===== src/rtl/retry_pkg.sv =====
// retry_pkg: shared types and widths for the link-layer retry state machine.
// Build option: RETRY_TIMEOUT_EN enables the LOCAL_IDLE timeout (see retry_lrsm).
package retry_pkg;

    localparam int unsigned ESEQ_W      = 8;
    localparam int unsigned NUM_RETRY_W = 5;
    localparam int unsigned TIMEOUT_W   = 12;

    typedef enum logic [2:0] {
        StNormal    = 3'd0,
        StLlrReq    = 3'd1,
        StLocalIdle = 3'd2,
        StPhyReinit = 3'd3,
        StAbort     = 3'd4
    } lrsm_state_e;

    // Increment that sticks at all-ones instead of wrapping.
    function automatic logic [NUM_RETRY_W-1:0] sat_inc(input logic [NUM_RETRY_W-1:0] v);
        return (&v) ? v : v + NUM_RETRY_W'(1);
    endfunction

endpackage


===== src/rtl/retry_lrsm_if.sv =====
// retry_lrsm_if: event inputs, register-file limits and RETRY.Req outputs of the LRSM.
// Build option: RETRY_TIMEOUT_EN (retry_timeout is only consumed when it is defined).
interface retry_lrsm_if;
    import retry_pkg::*;

    logic [ESEQ_W-1:0]      i_retry_eseq;
    logic                   i_crc_error;
    logic                   i_retry_ack_valid;
    logic                   i_phy_reinit_done;
    logic                   i_tx_retry_req_ready;
    logic [NUM_RETRY_W-1:0] i_register_file_max_num_retry;
    logic [NUM_RETRY_W-1:0] i_register_file_max_num_phy_reinit;
    logic [TIMEOUT_W-1:0]   i_register_file_retry_timeout;

    logic                   o_retry_req_valid;
    logic [ESEQ_W-1:0]      o_retry_req_eseq;
    logic [NUM_RETRY_W-1:0] o_retry_req_num_retry;
    logic                   o_phy_reinit_req;
    logic                   o_link_failure;
    logic [2:0]             o_lrsm_state;

    // master: the LRSM itself (source of RETRY.Req); slave: link/TX/PHY environment.
    modport master (
        input  i_retry_eseq, i_crc_error, i_retry_ack_valid, i_phy_reinit_done,
               i_tx_retry_req_ready, i_register_file_max_num_retry,
               i_register_file_max_num_phy_reinit, i_register_file_retry_timeout,
        output o_retry_req_valid, o_retry_req_eseq, o_retry_req_num_retry,
               o_phy_reinit_req, o_link_failure, o_lrsm_state
    );

    modport slave (
        output i_retry_eseq, i_crc_error, i_retry_ack_valid, i_phy_reinit_done,
               i_tx_retry_req_ready, i_register_file_max_num_retry,
               i_register_file_max_num_phy_reinit, i_register_file_retry_timeout,
        input  o_retry_req_valid, o_retry_req_eseq, o_retry_req_num_retry,
               o_phy_reinit_req, o_link_failure, o_lrsm_state
    );

endinterface


===== src/rtl/retry_timer.sv =====
// retry_timer: loadable down-counter that stops at zero; expired while the count is zero.
// Only present when RETRY_TIMEOUT_EN is defined.
`ifdef RETRY_TIMEOUT_EN
module retry_timer
    import retry_pkg::*;
(
    input  logic                 i_clk,
    input  logic                 i_rst_n,
    input  logic                 load,
    input  logic [TIMEOUT_W-1:0] load_value,
    input  logic                 dec,
    output logic                 expired
);

    logic [TIMEOUT_W-1:0] count_q, count_d;

    // Load has priority; decrement never wraps below zero.
    always_comb begin
        count_d = count_q;
        if (load) begin
            count_d = load_value;
        end else if (dec && (count_q != '0)) begin
            count_d = count_q - TIMEOUT_W'(1);
        end
    end

    // Count register.
    always_ff @(posedge i_clk or negedge i_rst_n) begin
        if (!i_rst_n) begin
            count_q <= '0;
        end else begin
            count_q <= count_d;
        end
    end

    assign expired = (count_q == '0);

endmodule
`endif


===== src/rtl/retry_lrsm.sv =====
// retry_lrsm: link-layer retry state machine (NORMAL / LLRREQ / LOCAL_IDLE / PHY_REINIT /
// ABORT). Build option: define RETRY_TIMEOUT_EN to add the LOCAL_IDLE timeout; without it
// LOCAL_IDLE is left only on a RETRY.Ack.
module retry_lrsm
    import retry_pkg::*;
(
    input  logic          i_clk,
    input  logic          i_rst_n,
    retry_lrsm_if.master  bus
);

    lrsm_state_e            state_q, state_d;
    logic [ESEQ_W-1:0]      eseq_q, eseq_d;
    logic [NUM_RETRY_W-1:0] num_retry_q, num_retry_d;
    logic [NUM_RETRY_W-1:0] num_reinit_q, num_reinit_d;
    logic                   valid_q, valid_d;
    logic                   phy_req_q, phy_req_d;
    logic                   link_fail_q, link_fail_d;
    logic                   retry_limit_hit;
    logic                   reinit_limit_hit;

    assign retry_limit_hit  = (num_retry_q >= bus.i_register_file_max_num_retry);
    assign reinit_limit_hit = (num_reinit_q >= bus.i_register_file_max_num_phy_reinit);

`ifdef RETRY_TIMEOUT_EN
    logic timer_load, timer_dec, timer_expired;

    retry_timer u_timer (
        .i_clk      (i_clk),
        .i_rst_n    (i_rst_n),
        .load       (timer_load),
        .load_value (bus.i_register_file_retry_timeout),
        .dec        (timer_dec),
        .expired    (timer_expired)
    );
`else
    logic unused_timeout;
    assign unused_timeout = ^bus.i_register_file_retry_timeout;
`endif

    // Next-state, counter and latched-Eseq logic.
    always_comb begin
        state_d      = state_q;
        eseq_d       = eseq_q;
        num_retry_d  = num_retry_q;
        num_reinit_d = num_reinit_q;
`ifdef RETRY_TIMEOUT_EN
        timer_load   = 1'b0;
        timer_dec    = 1'b0;
`endif
        unique case (state_q)
            StNormal: begin
                if (bus.i_crc_error) begin
                    state_d = StLlrReq;
                    eseq_d  = bus.i_retry_eseq;
                end
            end
            StLlrReq: begin
                // Retry budget used up: escalate instead of issuing another Req.
                if (retry_limit_hit) begin
                    if (reinit_limit_hit) begin
                        state_d = StAbort;
                    end else begin
                        state_d      = StPhyReinit;
                        num_reinit_d = sat_inc(num_reinit_q);
                        num_retry_d  = '0;
                    end
                end else if (valid_q && bus.i_tx_retry_req_ready) begin
                    state_d     = StLocalIdle;
                    num_retry_d = sat_inc(num_retry_q);
`ifdef RETRY_TIMEOUT_EN
                    timer_load  = 1'b1;
`endif
                end
            end
            StLocalIdle: begin
                // Ack beats a simultaneous timeout.
                if (bus.i_retry_ack_valid) begin
                    state_d      = StNormal;
                    num_retry_d  = '0;
                    num_reinit_d = '0;
                end
`ifdef RETRY_TIMEOUT_EN
                else if (timer_expired) begin
                    state_d = StLlrReq;
                end else begin
                    timer_dec = 1'b1;
                end
`endif
            end
            StPhyReinit: begin
                if (bus.i_phy_reinit_done) begin
                    state_d = StLlrReq;
                    eseq_d  = bus.i_retry_eseq;
                end
            end
            StAbort: begin
                state_d = StAbort;
            end
            default: begin
                state_d = StNormal;
            end
        endcase
    end

    // Outputs are registered, so derive them from the next state and next counters.
    always_comb begin
        valid_d     = (state_d == StLlrReq) &&
                      (num_retry_d < bus.i_register_file_max_num_retry);
        phy_req_d   = (state_d == StPhyReinit);
        link_fail_d = (state_d == StAbort);
    end

    // State, counter and output registers.
    always_ff @(posedge i_clk or negedge i_rst_n) begin
        if (!i_rst_n) begin
            state_q      <= StNormal;
            eseq_q       <= '0;
            num_retry_q  <= '0;
            num_reinit_q <= '0;
            valid_q      <= 1'b0;
            phy_req_q    <= 1'b0;
            link_fail_q  <= 1'b0;
        end else begin
            state_q      <= state_d;
            eseq_q       <= eseq_d;
            num_retry_q  <= num_retry_d;
            num_reinit_q <= num_reinit_d;
            valid_q      <= valid_d;
            phy_req_q    <= phy_req_d;
            link_fail_q  <= link_fail_d;
        end
    end

    assign bus.o_retry_req_valid     = valid_q;
    assign bus.o_retry_req_eseq      = eseq_q;
    assign bus.o_retry_req_num_retry = num_retry_q;
    assign bus.o_phy_reinit_req      = phy_req_q;
    assign bus.o_link_failure        = link_fail_q;
    assign bus.o_lrsm_state          = state_q;

endmodule

===== src/flat_wrapper.sv =====
// flat-port wrapper written by rule: the top's interface ports become plain ports
module retry_lrsm_flat import retry_pkg::*;
  (i_clk, i_rst_n, bus_i_retry_eseq, bus_i_crc_error, bus_i_retry_ack_valid, bus_i_phy_reinit_done, bus_i_tx_retry_req_ready, bus_i_register_file_max_num_retry, bus_i_register_file_max_num_phy_reinit, bus_i_register_file_retry_timeout, bus_o_retry_req_valid, bus_o_retry_req_eseq, bus_o_retry_req_num_retry, bus_o_phy_reinit_req, bus_o_link_failure, bus_o_lrsm_state);
  retry_lrsm_if bus_i ();
  input  logic i_clk;
  input  logic i_rst_n;
  input wire logic [$bits(bus_i.i_retry_eseq)-1:0] bus_i_retry_eseq;
  input wire logic [$bits(bus_i.i_crc_error)-1:0] bus_i_crc_error;
  input wire logic [$bits(bus_i.i_retry_ack_valid)-1:0] bus_i_retry_ack_valid;
  input wire logic [$bits(bus_i.i_phy_reinit_done)-1:0] bus_i_phy_reinit_done;
  input wire logic [$bits(bus_i.i_tx_retry_req_ready)-1:0] bus_i_tx_retry_req_ready;
  input wire logic [$bits(bus_i.i_register_file_max_num_retry)-1:0] bus_i_register_file_max_num_retry;
  input wire logic [$bits(bus_i.i_register_file_max_num_phy_reinit)-1:0] bus_i_register_file_max_num_phy_reinit;
  input wire logic [$bits(bus_i.i_register_file_retry_timeout)-1:0] bus_i_register_file_retry_timeout;
  output wire logic [$bits(bus_i.o_retry_req_valid)-1:0] bus_o_retry_req_valid;
  output wire logic [$bits(bus_i.o_retry_req_eseq)-1:0] bus_o_retry_req_eseq;
  output wire logic [$bits(bus_i.o_retry_req_num_retry)-1:0] bus_o_retry_req_num_retry;
  output wire logic [$bits(bus_i.o_phy_reinit_req)-1:0] bus_o_phy_reinit_req;
  output wire logic [$bits(bus_i.o_link_failure)-1:0] bus_o_link_failure;
  output wire logic [$bits(bus_i.o_lrsm_state)-1:0] bus_o_lrsm_state;
  assign bus_i.i_retry_eseq = bus_i_retry_eseq;
  assign bus_i.i_crc_error = bus_i_crc_error;
  assign bus_i.i_retry_ack_valid = bus_i_retry_ack_valid;
  assign bus_i.i_phy_reinit_done = bus_i_phy_reinit_done;
  assign bus_i.i_tx_retry_req_ready = bus_i_tx_retry_req_ready;
  assign bus_i.i_register_file_max_num_retry = bus_i_register_file_max_num_retry;
  assign bus_i.i_register_file_max_num_phy_reinit = bus_i_register_file_max_num_phy_reinit;
  assign bus_i.i_register_file_retry_timeout = bus_i_register_file_retry_timeout;
  assign bus_o_retry_req_valid = bus_i.o_retry_req_valid;
  assign bus_o_retry_req_eseq = bus_i.o_retry_req_eseq;
  assign bus_o_retry_req_num_retry = bus_i.o_retry_req_num_retry;
  assign bus_o_phy_reinit_req = bus_i.o_phy_reinit_req;
  assign bus_o_link_failure = bus_i.o_link_failure;
  assign bus_o_lrsm_state = bus_i.o_lrsm_state;
  retry_lrsm u_core (.i_clk(i_clk), .i_rst_n(i_rst_n), .bus(bus_i));
endmodule

===== config.mk =====
export PLATFORM = sky130hd
export DESIGN_NAME = retry_lrsm_flat
export DESIGN_NICKNAME = d
export VERILOG_FILES = /design/src/rtl/retry_pkg.sv /design/src/rtl/retry_lrsm_if.sv /design/src/rtl/retry_timer.sv /design/src/rtl/retry_lrsm.sv /design/src/flat_wrapper.sv
export SDC_FILE = /design/constraint.sdc
export NUM_CORES = 1
export LEC_CHECK = 0
export ABC_AREA = 1
export CAP_MARGIN = 20
export CELL_PAD_IN_SITES_DETAIL_PLACEMENT = 0
export CELL_PAD_IN_SITES_GLOBAL_PLACEMENT = 1
export CORE_MARGIN = 2
export CORE_UTILIZATION = 35
export DETAILED_ROUTE_END_ITERATION = 10
export GPL_TIMING_DRIVEN = 0
export PLACE_DENSITY = 0.85
export SYNTH_ARGS = -nofsm -noshare
export SYNTH_HDL_FRONTEND = slang
export SYNTH_SLANG_ARGS = --single-unit

===== constraint.sdc =====
create_clock -name i_clk -period 7.5 [get_ports i_clk]
set_clock_uncertainty 0.15 [all_clocks]
set_input_delay 1.5 -clock i_clk [delete_from_list [all_inputs] [get_ports i_clk]]
set_output_delay 1.5 -clock i_clk [all_outputs]
set_load 0.005 [all_outputs]

Word level (Yosys, flattened, before mapping)
Cells that the tools add are included.
Storage, ports and cells
  register bits after elaboration: 24
  logic and storage cells: 55
Cells by class
  $add $sub $neg: 2
  magnitude comparators: 3
  equal/unequal tests: 13
  multiplexer cells: 21
  reductions and logical operators: 9
Operators with widths (count)
  5-bit two-way mux: 9
  5-bit one-hot mux with 2 select lines: 2
  3-bit two-way mux: 6
  8-bit two-way mux: 2
  8-bit one-hot mux with 2 select lines: 1
  3-bit one-hot mux with 5 select lines: 1
  5-bit AND reduction: 3
  5-bit by 1-bit adder with 5-bit output (second input constant): 2
  5-bit greater-or-equal comparator: 2
  2-bit inequality test (second input constant): 5
  3-bit by 2-bit equality test with 1-bit output (second input constant): 3
  3-bit by 1-bit equality test with 1-bit output (second input constant): 2
  3-bit equality test (second input constant): 2
  5-bit < comparator: 1
  2-bit nonzero test: 2
  3-bit logical NOT: 1
  3-bit AND reduction: 1
  1-bit logical AND: 2
  2-bit by 1-bit inequality test with 1-bit output (second input constant): 1

Logic depth before layout (Yosys ltp)
Gate-level depths: netlist (run 1).
  word-level depth: 7
  gate-level depth with buffers: 20

Least setup slack after synthesis (run 1)
No wires, ideal clock.
  kind: input-to-reg
  start point: input port bus_i_register_file_max_num_retry[4]
  end point: register u_core.valid_q, in the netlist u_core.bus.o_retry_req_valid
  library setup time: 0.063 ns
  arrival: 3.371 ns
  required time: 7.287 ns
  slack: 3.916 ns
  stages: 17
  path through: inv_1 > ha_1 > a21oi_1 > nand2_1 > nor2_4 > a31oi_1 > nor2_1 > nand2_1 > nand2_1 > ha_1 > a21oi_1 > nor2_1 > a211oi_1 > nand3_1 > nor2_1 > nand2_1 > inv_1
Between the ends
  cells in the longest elaborated chain, start to end: 5
  elaborated cells on any way between the ends: 8
  classes of those cells: order compare: 2; eq/ne: 1; mux: 4; reduce/logical: 1
RTL lines
  start: declaration: RTL line flat_wrapper.sv:12  | input wire logic [$bits(bus_i.i_register_file_max_num_retry)-1:0] bus_i_register_file_max_num_retry;
  5-bit greater-or-equal comparator: RTL line retry_lrsm.sv:22  | assign retry_limit_hit = (num_retry_q >= bus.i_register_file_max_num_retry);
  5-bit two-way mux: RTL line retry_lrsm.sv:60  | if (retry_limit_hit) begin
  5-bit one-hot mux with 2 select lines: RTL line retry_lrsm.sv:51  | unique case (state_q)
  via u_core.num_retry_d[2]: RTL line retry_lrsm.sv:14  | logic [NUM_RETRY_W-1:0] num_retry_q, num_retry_d;
  5-bit < comparator: RTL line retry_lrsm.sv:109  | (num_retry_d < bus.i_register_file_max_num_retry);
  1-bit logical AND: RTL line retry_lrsm.sv:108  | valid_d = (state_d == StLlrReq) &&
  via u_core.valid_d: RTL line retry_lrsm.sv:16  | logic valid_q, valid_d;
  end signal: assignment: RTL line retry_lrsm.sv:129  | valid_q <= valid_d;
  end: declaration: RTL line retry_lrsm.sv:16
The timed path passes the listed nets, and every way through them passes these cells.
A chain may end at the register's enable or synchronous reset.

Final worst setup path (run 1)
Ends and elaborated chain as after synthesis.

==> metrics, run 1 <==
outcome completed; gr usage total between 10% and 20%; initial antenna violation count 0; drc violations 0; clk sinks 24; I/O pin cnt 55; met3 WL post-DR between 150 and 200 um; DP Worst Slack 3020 ps; vias in the first global route ~1.4k; TNS Setup 0 ps; Starting Density between 30% and 40%; DR pass1 iterations 4; Worst Hold Path Cells 1; Crit path required time around 7600 ps; ANT cells 0; Setup Buffers After CTS 0; Max Buffers Root-to-Sink 2; peak supply drop ~110 uV; Mean Syn Cell Area 8.12 sq um; Ys Warns 0; launching point of the worst reg2reg path u_core.bus.o_retry_req_num_retry[4]; first-pass GRT wire length ~6.3 mm; final hold vios 0; WS Path Type input port to flop; Max Fanout on Critical Path 9; most common cell after layout, fill and taps aside nand2_1; Top Layer Used met4; Final Slew Violations 0; total CTS buffers 3; wl on met1 between 1.5 and 2 mm; Cells after DPL 300; min-delay src u_core.bus.o_retry_req_eseq[7]; Final min period approximately 4100 ps; metal2 WL 1.68 mm; CTS tree done; static leakage approximately 1.2 nW; number of routed nets with antenna violations 0; setup violators final 0; Die X roughly 73 um; Yosys top cell by area dfrtp_1; # resized after CTS 0; clk slew on worst S/H paths approximately 90 ps; Skew-Pair Late Insertion Delay around 270 ps; RSZ-0062 raised after global routing false; synth-to-layout area growth 35.4%; Max Clock Freq 242 MHz; die area approximately 5300 sq um; Die Y 72.8 um; Root Driver clkbuf_8; Rel. slew slack ~64%; routed len/inst ~12 um; port buffer count 42; HP Class flop to flop; nets@finish 305; Critical Path AT roughly 4200 ps; synthesized flop and latch total 24; most frequent cells in the layout nand2_1 (52), clkdlybuf4s50_1 (42), inv_1 (29), dfrtp_1 (24), nor2_1 (18); core region area 4630 sq um; htree depth 1; CP Capture Type flop; gr ovfl total 0; number of cell rows 25; Max-Cap Viols 0; Worst Setup Slack, final between 3000 and 4000 ps; reg2reg end u_core.bus.o_retry_req_valid; Synth top area share between 30% and 40%; share of cells above drive strength 1 about an eighth; # hold bufs at CTS 0; worst-margin pin slew 537 ps; R2R setup slack roughly 4600 ps; cell count after synthesis 204; post-route insts no fill 305; synthesized area 1660 sq um; Vias/cell around 4.6; gpl congestion between 0.8 and 0.9; largest net degree at the start of global routing 25; HPWL Detailed slightly below 3 mm; Critical Path Source Type input port; Pwr Total approximately 800 uW; Pwr Density approximately 350 nW/um^2; WL final between 3 and 4 mm; r2r worst-path depth 15; fin crit share 55.1%; Post-Syn Nets ~260; initial DRC count between 40 and 50; Hold Path Sink u_core.bus.o_retry_req_eseq[7]; vias between 1k and 1.5k; post-synth cell types 29; post-synthesis sequential area ratio ~36%; synth top area cells dfrtp_1 (36%), ha_1 (13%), nand2_1 (12%)
==> synth_stat cells, drive strengths merged <==
| master | number |
|---|---|
| ha | 17 |
| nor3 | 1 |
| inv | 32 |
| a31oi | 1 |
| nor2 | 21 |
| o21a | 1 |
| xor2 | 1 |
| nand2 | 57 |
| nand3 | 14 |
| nand3b | 1 |
| or2 | 1 |
| a21oi | 6 |
| o21ai | 13 |
| dfrtp | 24 |
| mux2 | 8 |
| o22ai | 1 |
| nand4 | 2 |
| a211oi | 1 |
| clkinv | 1 |
| o31ai | 1 |
==> through the flow <==
step | area, sq um | util (%) | hold WS, ps
3_5_place_dp | 2140 | 46.3 | 345
4_1_cts | 2220 | 47.9 | 366
3_3_place_gp | 2140 | 46.3 | 337
2_1_floorplan | 1660 | - | 341
6_report | 2240 | 48.5 | 361
5_1_grt | 2240 | 48.5 | 381
==> layout make-up <==
type / count / area [sq um]
Timing Repair Buffer: 43 / 448
Multi-Input combinational cell: 147 / 928
Fill cell: 467 / 2390
Inverter: 33 / 128
Sequential cell: 24 / 601
Clock inverter: 1 / 30.0
Tap cell: 54 / 67.6
Clock buffer: 3 / 41.3
==> how the worst max path moves through the flow <==
| stage | from | end | slack [ps] | depth (start not counted) |
|---|---|---|---|---|
| 2_1_floorplan | bus_i_register_file_max_num_retry[4] | u_core.bus.o_retry_req_valid | 3920 | 17 |
| 4_1_cts | bus_i_register_file_max_num_retry[4] | u_core.bus.o_retry_req_valid | 3290 | 17 |
| 5_1_grt | bus_i_register_file_max_num_retry[4] | u_core.bus.o_retry_req_valid | 3040 | 17 |
| 3_5_place_dp | bus_i_register_file_max_num_retry[4] | u_core.bus.o_retry_req_valid | 3020 | 17 |
| 3_3_place_gp | bus_i_register_file_max_num_retry[4] | u_core.bus.o_retry_req_valid | 3040 | 17 |
| 6_report | bus_i_register_file_max_num_retry[4] | u_core.bus.o_retry_req_valid | 3370 | 17 |
==> per-layer routing <==
layer / GRT usage, % / vias to the layer above
met2: 26.0 / 40
li1: - / 754
met1: 18.9 / 617
met3: 2.35 / 4
met4: 3.91 / 0
met5: 0 / -
==> registers in the layout, indices dropped and copies added, names as in the netlist <==
| register | flops |
|---|---|
| u_core.bus.o_lrsm_state | 3 |
| u_core.bus.o_retry_req_eseq | 8 |
| u_core.num_reinit_q | 5 |
| u_core.bus.o_phy_reinit_req | 1 |
| u_core.bus.o_retry_req_num_retry | 5 |
| u_core.bus.o_retry_req_valid | 1 |
| u_core.bus.o_link_failure | 1 |
==> report_power, final <==
part | leakage (nW) | internal [mW] | total [mW] | switching, mW
Clock | 0.0357 | 0.0714 | 0.117 | 0.0460
Sequential | 0.306 | 0.183 | 0.230 | 0.0470
Combinational | 0.814 | 0.220 | 0.438 | 0.218
Total | 1.16 | 0.474 | 0.785 | 0.311
==> worst max-delay path, cell delays in order <==
cell and delay (ps):
clkdlybuf4s50_1 450, inv_1 50, ha_1 310, a21oi_1 250, nand2_1 130, nor2_4 210
nand2_1 100, o21ai_0 140, o21ai_0 140, ha_1 220, a21oi_1 150, nor2_1 60
a211oi_1 200, nand3_1 100, nor2_1 90, nand2_1 50, inv_1 40
==> kinds of logic after synthesis <==
group / Yosys count / synth area share (%)
AOI/OAI and AO/OA: 24 / 8.84
xor gates and xnor gates: 1 / 0.529
adders and majority gates: 17 / 12.8
buffers and inverters: 33 / 7.70
DFF: 24 / 36.3
muxes: 8 / 6.57
and+or+nand+nor: 97 / 27.3
(Power assumes the default switching activity.)
==> inputs of run 2 (changes only) <==
--- a/config.mk
+++ b/config.mk
@@ -10,10 +10,10 @@
 export CELL_PAD_IN_SITES_DETAIL_PLACEMENT = 0
 export CELL_PAD_IN_SITES_GLOBAL_PLACEMENT = 1
 export CORE_MARGIN = 2
-export CORE_UTILIZATION = 35
+export CORE_UTILIZATION = 30
 export DETAILED_ROUTE_END_ITERATION = 10
 export GPL_TIMING_DRIVEN = 0
-export PLACE_DENSITY = 0.85
+export PLACE_DENSITY = 0.78
 export SYNTH_ARGS = -nofsm -noshare
 export SYNTH_HDL_FRONTEND = slang
 export SYNTH_SLANG_ARGS = --single-unit
==> constraint.sdc (replaced) <==
create_clock -name i_clk -period 3.4 [get_ports i_clk]
set_clock_uncertainty 0.15 [all_clocks]
set_input_delay 0.68 -clock i_clk [delete_from_list [all_inputs] [get_ports i_clk]]
set_output_delay 0.68 -clock i_clk [all_outputs]
set_load 0.005 [all_outputs]
==> run 2 against run 1 <==
Net effect:
- clock power up 110%
- combinational power up 120%
- die area up 16%
- cell area up 2.0%
- worst hold slack better by 5.8 ps
- flip-flop and latch count unchanged
- global-route usage down 2.4 points
- total power up 120%
- critical path depth up 3
- via count down 1.8%
- largest power group unchanged
==> metrics, run 2 (synthesis gave the netlist of run 1 again) <==
Max Buffers Root-to-Sink 2 (unchanged); Reg power frac 29.3% (about the same); static leakage 1.17 nW (+0.77%); WHS 367 ps (+5.84 ps); largest net degree at the start of global routing 16 (-36%); Slowest Stage Delay on Critical Path 450 ps (about the same); die area 6130 sq um (+16%); CP Capture Type flop; Root Driver clkbuf_8; outcome completed; final hold vios 0 (unchanged); vias 1389 (-1.8%); worst-margin pin slew 588 ps (+50.5 ps); WL final 3.60 mm (-1.6%); peak supply drop 240 uV (+110%); sw power 683 uW (+120%); Pwr Total 1.74 mW (+120%); Crit path required time 3470 ps (-4100 ps); utilization after layout 42.3% (-6.1 points); clk sinks 24 (unchanged); setup violators final 0 (unchanged); Final Slew Violations 0 (unchanged); Final min period roughly 3200 ps; most frequent cells in the layout nand2_1 (52), clkdlybuf4s50_1 (42), inv_1 (29), dfrtp_1 (24), nor2_1 (18); worst-path cell chain clkdlybuf4s50_1, inv_1, ha_1, nand2_1, inv_1, nand2_1, nand2_1, nor2_4, a31oi_1, nor2_1, nand2_1, nand2_1, ha_1, a21oi_1, nor2_1, a211oi_2, nand3_1, nor2_1, nand2_1, inv_1; Rel. slew slack 60.7% (-3.4 points); Starting Density 30.6% (-5.1 points); Max Clock Freq about 320 MHz; TNS Setup 0 ps (unchanged); synth-to-layout area growth 38.1%; Skew-Pair Late Insertion Delay 270 ps (about the same); share of cells above drive strength 1 13.5% (+1.5 points); CP max-delay cell clkdlybuf4s50_1; Critical Path Source Type input port; CTS tree done; Comb pwr share 56.2% (+0.4 points); first-pass GRT wire length 6.14 mm (-2.5%); HPWL Detailed 2.90 mm (-0.10%); Worst Setup Slack, final 238 ps (-3130 ps); vias in the first global route 1386 (-4.1%); htree depth 1 (unchanged); number of cell rows 27 (+8.0%); WP buf/inv 4 (+1); placed cell areas 2190 sq um (+2.3%); Max Fanout on Critical Path 5 (-4); DP Worst Slack -231 ps (-3250 ps); most used cell, CP nand2_1; initial antenna violation count 0 (unchanged); number of routed nets with antenna violations 0 (unchanged); DR pass1 iterations 4 (unchanged); Vias/cell 4.29 (-7.6%); Internal Pwr Total 1.05 mW (+120%); ANT cells 0 (unchanged); multi-input logic area 943 sq um (+1.6%); nets@finish 306 (+0.33%); core region area 5410 sq um (+17%); fin crit share just over 90%; I/O pin cnt 55 (unchanged); initial DRC count 29 (-29%); most common cell after layout, fill and taps aside nand2_1; routed len/inst 11.1 um (-7.3%); total CTS buffers 3 (unchanged); sequential cell area 601 sq um (unchanged); Largest register FFs 8 (unchanged); Cells after DPL 319 (+6.3%); gpl congestion 0.803 (-4.8%); Critical Path AT 3230 ps (-980 ps); sw frac 39.3% (-0.25 points); clock share of power 14.5% (-0.5 points); port buffer count 42 (unchanged); gr usage total 12.4% (-2.4 points); clk slew on worst S/H paths 90 ps (about the same); post-route insts no fill 324 (+6.2%); Layout fillers 561 (+20%); family with the most delay on the worst path simple AND/OR/NAND/NOR gates; Die X 78.3 um (+7.6%); Pwr Density 759 nW/um^2 (+120%); drc violations 0 (unchanged); HP Class flop to flop; WS Path Type input port to flop; gr ovfl total 0 (unchanged); Max-Cap Viols 0 (unchanged); Die Y 78.3 um (+7.6%); fin area 2290 sq um (+2.0%)
-- run 2: power groups by stage --
stage | Sequential, mW | Combinational (mW) | Clock, mW
after global placement | 0.509 | 0.959 | 0
after detailed placement | 0.515 | 0.973 | 0
final | 0.509 | 0.976 | 0.251
after global routing | 0.527 | 1.11 | 0.272
after CTS | 0.509 | 0.978 | 0.258
after floorplan | 0.505 | 0.629 | 0
-- run 2: worst register-to-register path: cells and delay by family (launching register included) --
kind	cells	cell delay, ps
compound gates	3	400
fa+ha+maj	2	610
buf+inv	1	40
flops	1	470
simple gates	12	1020
-- run 2: timing repair --
item | in CTS | in global routing
setup endpoints to repair | 0 | 1
buffers inserted | 0 | 1
gates resized for setup | 0 | 4
hold buffers | 0 | 0
-- run 2: metal layers --
layer / global-route usage, % / vias to the layer above / routed length (um)
li1: - / 750 / -
met1: 16.4 / 599 / 1790
met2: 20.4 / 35 / 1580
met3: 2.76 / 5 / 197
met4: 3.16 / 0 / 34
met5: 0 / - / 0
-- run 2: cell type report --
type / instances / share of cell area [%]
Multi-Input combinational cell: 147 / 41.2
Sequential cell: 24 / 26.2
Timing Repair Buffer: 44 / 19.9
Inverter: 33 / 5.58
Tap cell: 72 / 3.94
Clock buffer: 3 / 1.80
Clock inverter: 1 / 1.31
-- run 2: path summary, 6_finish.rpt --
check,from,to,slack [ps],depth (start not counted)
setup / recovery,bus_i_register_file_max_num_retry[4],u_core.bus.o_retry_req_valid,240,20
hold / removal,u_core.bus.o_retry_req_eseq[0],u_core.bus.o_retry_req_eseq[0],370,1
setup reg to reg,u_core.bus.o_retry_req_num_retry[2],u_core.bus.o_retry_req_valid,670,18
hold reg to reg,u_core.bus.o_retry_req_eseq[0],u_core.bus.o_retry_req_eseq[0],370,1
max in group asynchronous,i_rst_n,u_core.bus.o_retry_req_eseq[6],2000,2
min in group asynchronous,i_rst_n,u_core.bus.o_retry_req_num_retry[4],630,1
==> inputs of run 3 (changes only) <==
--- a/config.mk
+++ b/config.mk
@@ -7,13 +7,11 @@
 export LEC_CHECK = 0
 export ABC_AREA = 1
 export CAP_MARGIN = 20
-export CELL_PAD_IN_SITES_DETAIL_PLACEMENT = 0
-export CELL_PAD_IN_SITES_GLOBAL_PLACEMENT = 1
 export CORE_MARGIN = 2
-export CORE_UTILIZATION = 30
+export CORE_UTILIZATION = 41
 export DETAILED_ROUTE_END_ITERATION = 10
 export GPL_TIMING_DRIVEN = 0
-export PLACE_DENSITY = 0.78
+export PLACE_DENSITY = 0.77
 export SYNTH_ARGS = -nofsm -noshare
 export SYNTH_HDL_FRONTEND = slang
 export SYNTH_SLANG_ARGS = --single-unit
==> run 3 against run 2 <==
Net effect:
- final cell count is 6.5% lower
- register-to-register slack hardly changed
- worst setup slack better by 0.78 ps
- combinational power is 0.4% higher
- largest cell class unchanged
==> metrics, run 3 (synthesis gave the netlist of run 1 again) <==
outcome completed; clk sinks 24 (unchanged); Skew-Pair Late Insertion Delay 270 ps (about the same); I/O pin cnt 55 (unchanged); initial DRC count 49 (+69%); Worst Setup Slack, final 239 ps (+0.776 ps); number of cell rows 23 (-15%); Max-Cap Viols 0 (unchanged); Die X 67.6 um (-14%); CP Capture Type flop; Final Slew Violations 0 (unchanged); drc violations 0 (unchanged); number of routed nets with antenna violations 0 (unchanged); # hold bufs at CTS 0 (unchanged); Max Fanout on Critical Path 6 (+1); total CTS buffers 3 (unchanged); Vias/cell 4.74 (+10%); utilization after layout 57.6% (+15 points); RSZ-0062 raised after global routing false; most frequent cells in the layout nand2_1 (52), clkdlybuf4s50_1 (42), inv_1 (29), dfrtp_1 (24), nor2_1 (18); gpl congestion 0.798 (-0.52%); Critical Path AT 3220 ps (about the same); R2R setup slack 680 ps (about the same); Crit path required time 3460 ps (about the same); Final min period 3160 ps (-0.776 ps); final hold vios 0 (unchanged); routed len/inst 11.3 um (+1.6%); fin crit share 93.0% (about the same); worst-margin pin slew 397 ps (-190 ps); Slowest Stage Delay on Critical Path 460 ps (about the same); htree depth 1 (unchanged); share of cells above drive strength 1 14.2% (+0.74 points); core region area 3940 sq um (-27%); first-pass GRT wire length 5.71 mm (-7.0%); HPWL Detailed 2.69 mm (-7.4%); port buffer count 42 (unchanged); most used cell, CP nand2_1; DR pass1 iterations 5 (+1); synth-to-layout area growth 37.1%; WL final 3.42 mm (-5.0%); peak supply drop 249 uV (+4.0%); gr usage total 16.2% (+3.9 points); nets@finish 307 (+0.33%); initial antenna violation count 0 (unchanged); static leakage 1.16 nW (-0.65%); largest net degree at the start of global routing 25 (+9); WP buf/inv 4 (unchanged); setup violators final 0 (unchanged); Largest register FFs 8 (unchanged); most common cell after layout, fill and taps aside nand2_1; Max Buffers Root-to-Sink 2 (unchanged); CP max-delay cell clkdlybuf4s50_1; WS Path Type input port to flop; ANT cells 0 (unchanged); HP Class flop to flop; Starting Density 42.0% (+11 points); Critical Path Source Type input port; Rel. slew slack 73.4% (+13 points); Die Y 67.6 um (-14%); Pwr Density 740 nW/um^2 (-2.5%); vias in the first global route 1356 (-2.2%); die area 4570 sq um (-26%); Max Clock Freq 316 MHz (about the same); Root Driver clkbuf_8; gr ovfl total 0 (unchanged); vias 1435 (+3.3%); CTS tree done; clk slew on worst S/H paths 80 ps (about the same); DP Worst Slack -188 ps (+42.7 ps); worst-path cell chain clkdlybuf4s50_1, inv_1, ha_1, nand2_1, inv_1, nand2_1, nand2_1, nor2_4, nand2_1, o21ai_0, o21ai_0, ha_1, a21oi_1, nor2_1, a211oi_2, nand3_1, nor2_1, nand2_1, inv_1; family with the most delay on the worst path simple AND/OR/NAND/NOR gates
-- run 3: per-stage QoR --
step	cell area [sq um]	instances	setup TNS (ps)	hold slack, ps	power [mW]
detailed placement	2140	296	-188	345	1.47
global placement	2140	296	-169	340	1.45
global route	2270	303	0	378	1.84
finish	2270	303	0	360	1.68
CTS	2190	300	0	367	1.67
floorplan	1660	204	0	234	1.13
-- run 3: final timing paths --
check,to,cells past startpoint,start
worst max register to register,u_core.bus.o_retry_req_valid,17,u_core.bus.o_retry_req_num_retry[2]
min in group asynchronous,u_core.num_reinit_q[0],1,i_rst_n
worst max-delay path,u_core.bus.o_retry_req_valid,19,bus_i_register_file_max_num_retry[3]
max in group asynchronous,u_core.bus.o_retry_req_valid,2,i_rst_n
worst min-delay path,u_core.bus.o_retry_req_eseq[0],1,u_core.bus.o_retry_req_eseq[0]
worst min register to register,u_core.bus.o_retry_req_eseq[0],1,u_core.bus.o_retry_req_eseq[0]
-- run 3: where the power goes --
| part | switching [mW] | total (mW) | internal [mW] |
|---|---|---|---|
| Combinational | 0.487 | 0.980 | 0.494 |
| Sequential | 0.103 | 0.506 | 0.403 |
| Clock | 0.0908 | 0.194 | 0.103 |
-- run 3: cell type report --
type                            count  area [sq um]
Multi-Input combinational cell    147           962
Clock buffer                        4          55.1
Tap cell                           50          62.6
Sequential cell                    24           601
Fill cell                         365          1670
Inverter                           33           128
Timing Repair Buffer               45           463
-- run 3: what timing repair did --
action | in CTS | in global routing
endpoints found under the setup margin | 0 | 1
buffers inserted | 0 | 2
resized for setup | 0 | 4
-- run 3: routing by layer --
metal	share of wire, %	wire length [um]	up-vias	track usage (%)
li1	-	-	754	-
met3	5.2	177	7	2.83
met1	46	1560	641	20.8
met2	47	1620	33	27.8
met4	1.7	59	0	4.85
met5	0	0	-	0
==> RTL change: new RTL, flow settings as in run 1 <==
The option `RETRY_TIMEOUT_EN` is turned on by a define.
--- a/src/rtl/retry_timer.sv
+++ b/src/rtl/retry_timer.sv
@@ -1,4 +1,6 @@
 // retry_timer: loadable down-counter that stops at zero; expired while the count is zero.
 // Only present when RETRY_TIMEOUT_EN is defined.
+`define RETRY_TIMEOUT_EN
+
 `ifdef RETRY_TIMEOUT_EN
 module retry_timer
Behaviour: not the same (a bounded check fails within 4 cycles, from zero or initial values and one cycle with i_rst_n low).
==> RTL change against run 1 <==
- critical path type unchanged
- combinational power is 17% higher
- total power is 27% higher
- clock power is 22% higher
- design area is 38% higher
- worst setup slack worse by 0.15 ns
- register-to-register slack worse by 0.18 ns
- routed wire length is 44% higher
- core utilization is 2.0 points lower
- cell count is 44% higher
- worst hold slack worse by 0.0019 ns
- sequential cell count is 12 higher
- synthesized area is 44% higher
- fmax is 3.5% lower
==> RTL change: results (changes against run 1) <==
- The leakage power came to 0.001514 uW (was 0.001156 uW).
- The routed metal-1 wire length is 2487 um (was 1782 um).
- The instance area at placement was 3015 um2 (was 2145 um2).
- The clock input transition at the sequential cells of the worst setup and hold paths is 0.07 ns (was 0.09 ns).
- The sequential cell area fraction in the yosys report is 37.85% (was 36.25%).
- The synthesized instance count is 296 (was 204).
- The number of distinct library cells after synthesis is 34 (was 29).
- The total clock buffers created by CTS is 5 (was 3).
- The wire length of the first global-routing pass is 9052 um (was 6299 um).
- The placed wire-length estimate after detailed placement is 4193 um (was 2906 um).
- Result of the run: finished, final reports clean (unchanged).
- The number of nets in the layout was 411 (was 305).
- The maximum fanout along the worst path is 6 (was 9).
- The pre-CTS setup slack is 2.915 ns (was 3.016 ns).
- The global-route track usage on met2 is 23.64% (was 25.96%).
- The peak ir drop on the vdd network came to 0.1558 mV (was 0.1125 mV).
- The overall global routing resource usage came to 15.16% (was 14.81%).
- The count of input and output buffers is 54 (was 42).
- The global routing met3 resource utilization was 4.000% (was 2.348%).
- The wire length on met3 is 334 um (was 172 um).
- The total via count after detailed routing is 2,120 (was 1,415).
- The data arrival time of the critical path is 4.34 ns (was 4.21 ns).
- The total number of H-tree levels came to 2 (was 1).
- The count of filler cells inserted in the layout came to 674 (was 467).
- The global placer's final weighted congestion came to 0.7991 (was 0.8430).
- The vias per cell came to 4.840 (was 4.639).
- The flip-flop count of the largest register, all copies and words added is 12 (was 8).
- The initial detailed-routing violation count was 86 (was 41).
- The fraction of layout cells with a size suffix above 1 is 12.29% (was 11.95%).
- The wire length on met2 is 2382 um (was 1676 um).
- The aggregate routed wire length is 5269 um (was 3652 um).
- The total chip power is 998.5 uW (was 784.9 uW).
==> RTL change: kinds of logic after synthesis <==
logic type	after synthesis	share of synthesized area, %
and+or+nand+nor	134	26.71
AOI/OAI and AO/OA	49	12.41
buffers and inverters	47	8.307
DFF	36	37.85
adders and majority gates	18	9.464
muxes	8	3.786
xor gates and xnor gates	4	1.472
==> RTL change: final timing paths <==
path	startpoint	to	slack, ns
max in group asynchronous	i_rst_n	u_core.bus.o_link_failure	5.53
hold / removal	u_core.bus.o_retry_req_eseq[4]	u_core.bus.o_retry_req_eseq[4]	0.36
setup / recovery	bus_i_register_file_max_num_retry[4]	u_core.bus.o_retry_req_valid	3.22
min in group asynchronous	i_rst_n	u_core.u_timer.count_q[9]	1.15
hold reg to reg	u_core.bus.o_retry_req_eseq[4]	u_core.bus.o_retry_req_eseq[4]	0.36
setup reg to reg	u_core.bus.o_retry_req_num_retry[4]	u_core.bus.o_retry_req_valid	4.46
==> RTL change: power breakdown <==
part / internal (uW) / switching, uW / total [uW]
Sequential: 274 / 68.1 / 342
Combinational: 242 / 272 / 514
Clock: 75.0 / 67.8 / 143
Total: 590 / 408 / 998
==> RTL change: cell type report <==
class / count / area, um2 / area share (%)
buffer: 3 / 30.03 / 0.9670
timing repair buffer: 54 / 535.5 / 17.24
multi-input combinational: 213 / 1281 / 41.26
clock buffer: 8 / 90.09 / 2.901
inverter: 44 / 167.7 / 5.399
sequential: 36 / 900.9 / 29.01
tap: 80 / 100.1 / 3.223
==> RTL change: worst max-delay path, delay by kind of cell <==
family                   cells  cell delay (ns)
AO/OA/AOI/OAI                3             0.44
AND/OR/NAND/NOR              9             1.06
adder cells (fa/ha/maj)      2             0.61
buffers and inverters        4             0.72
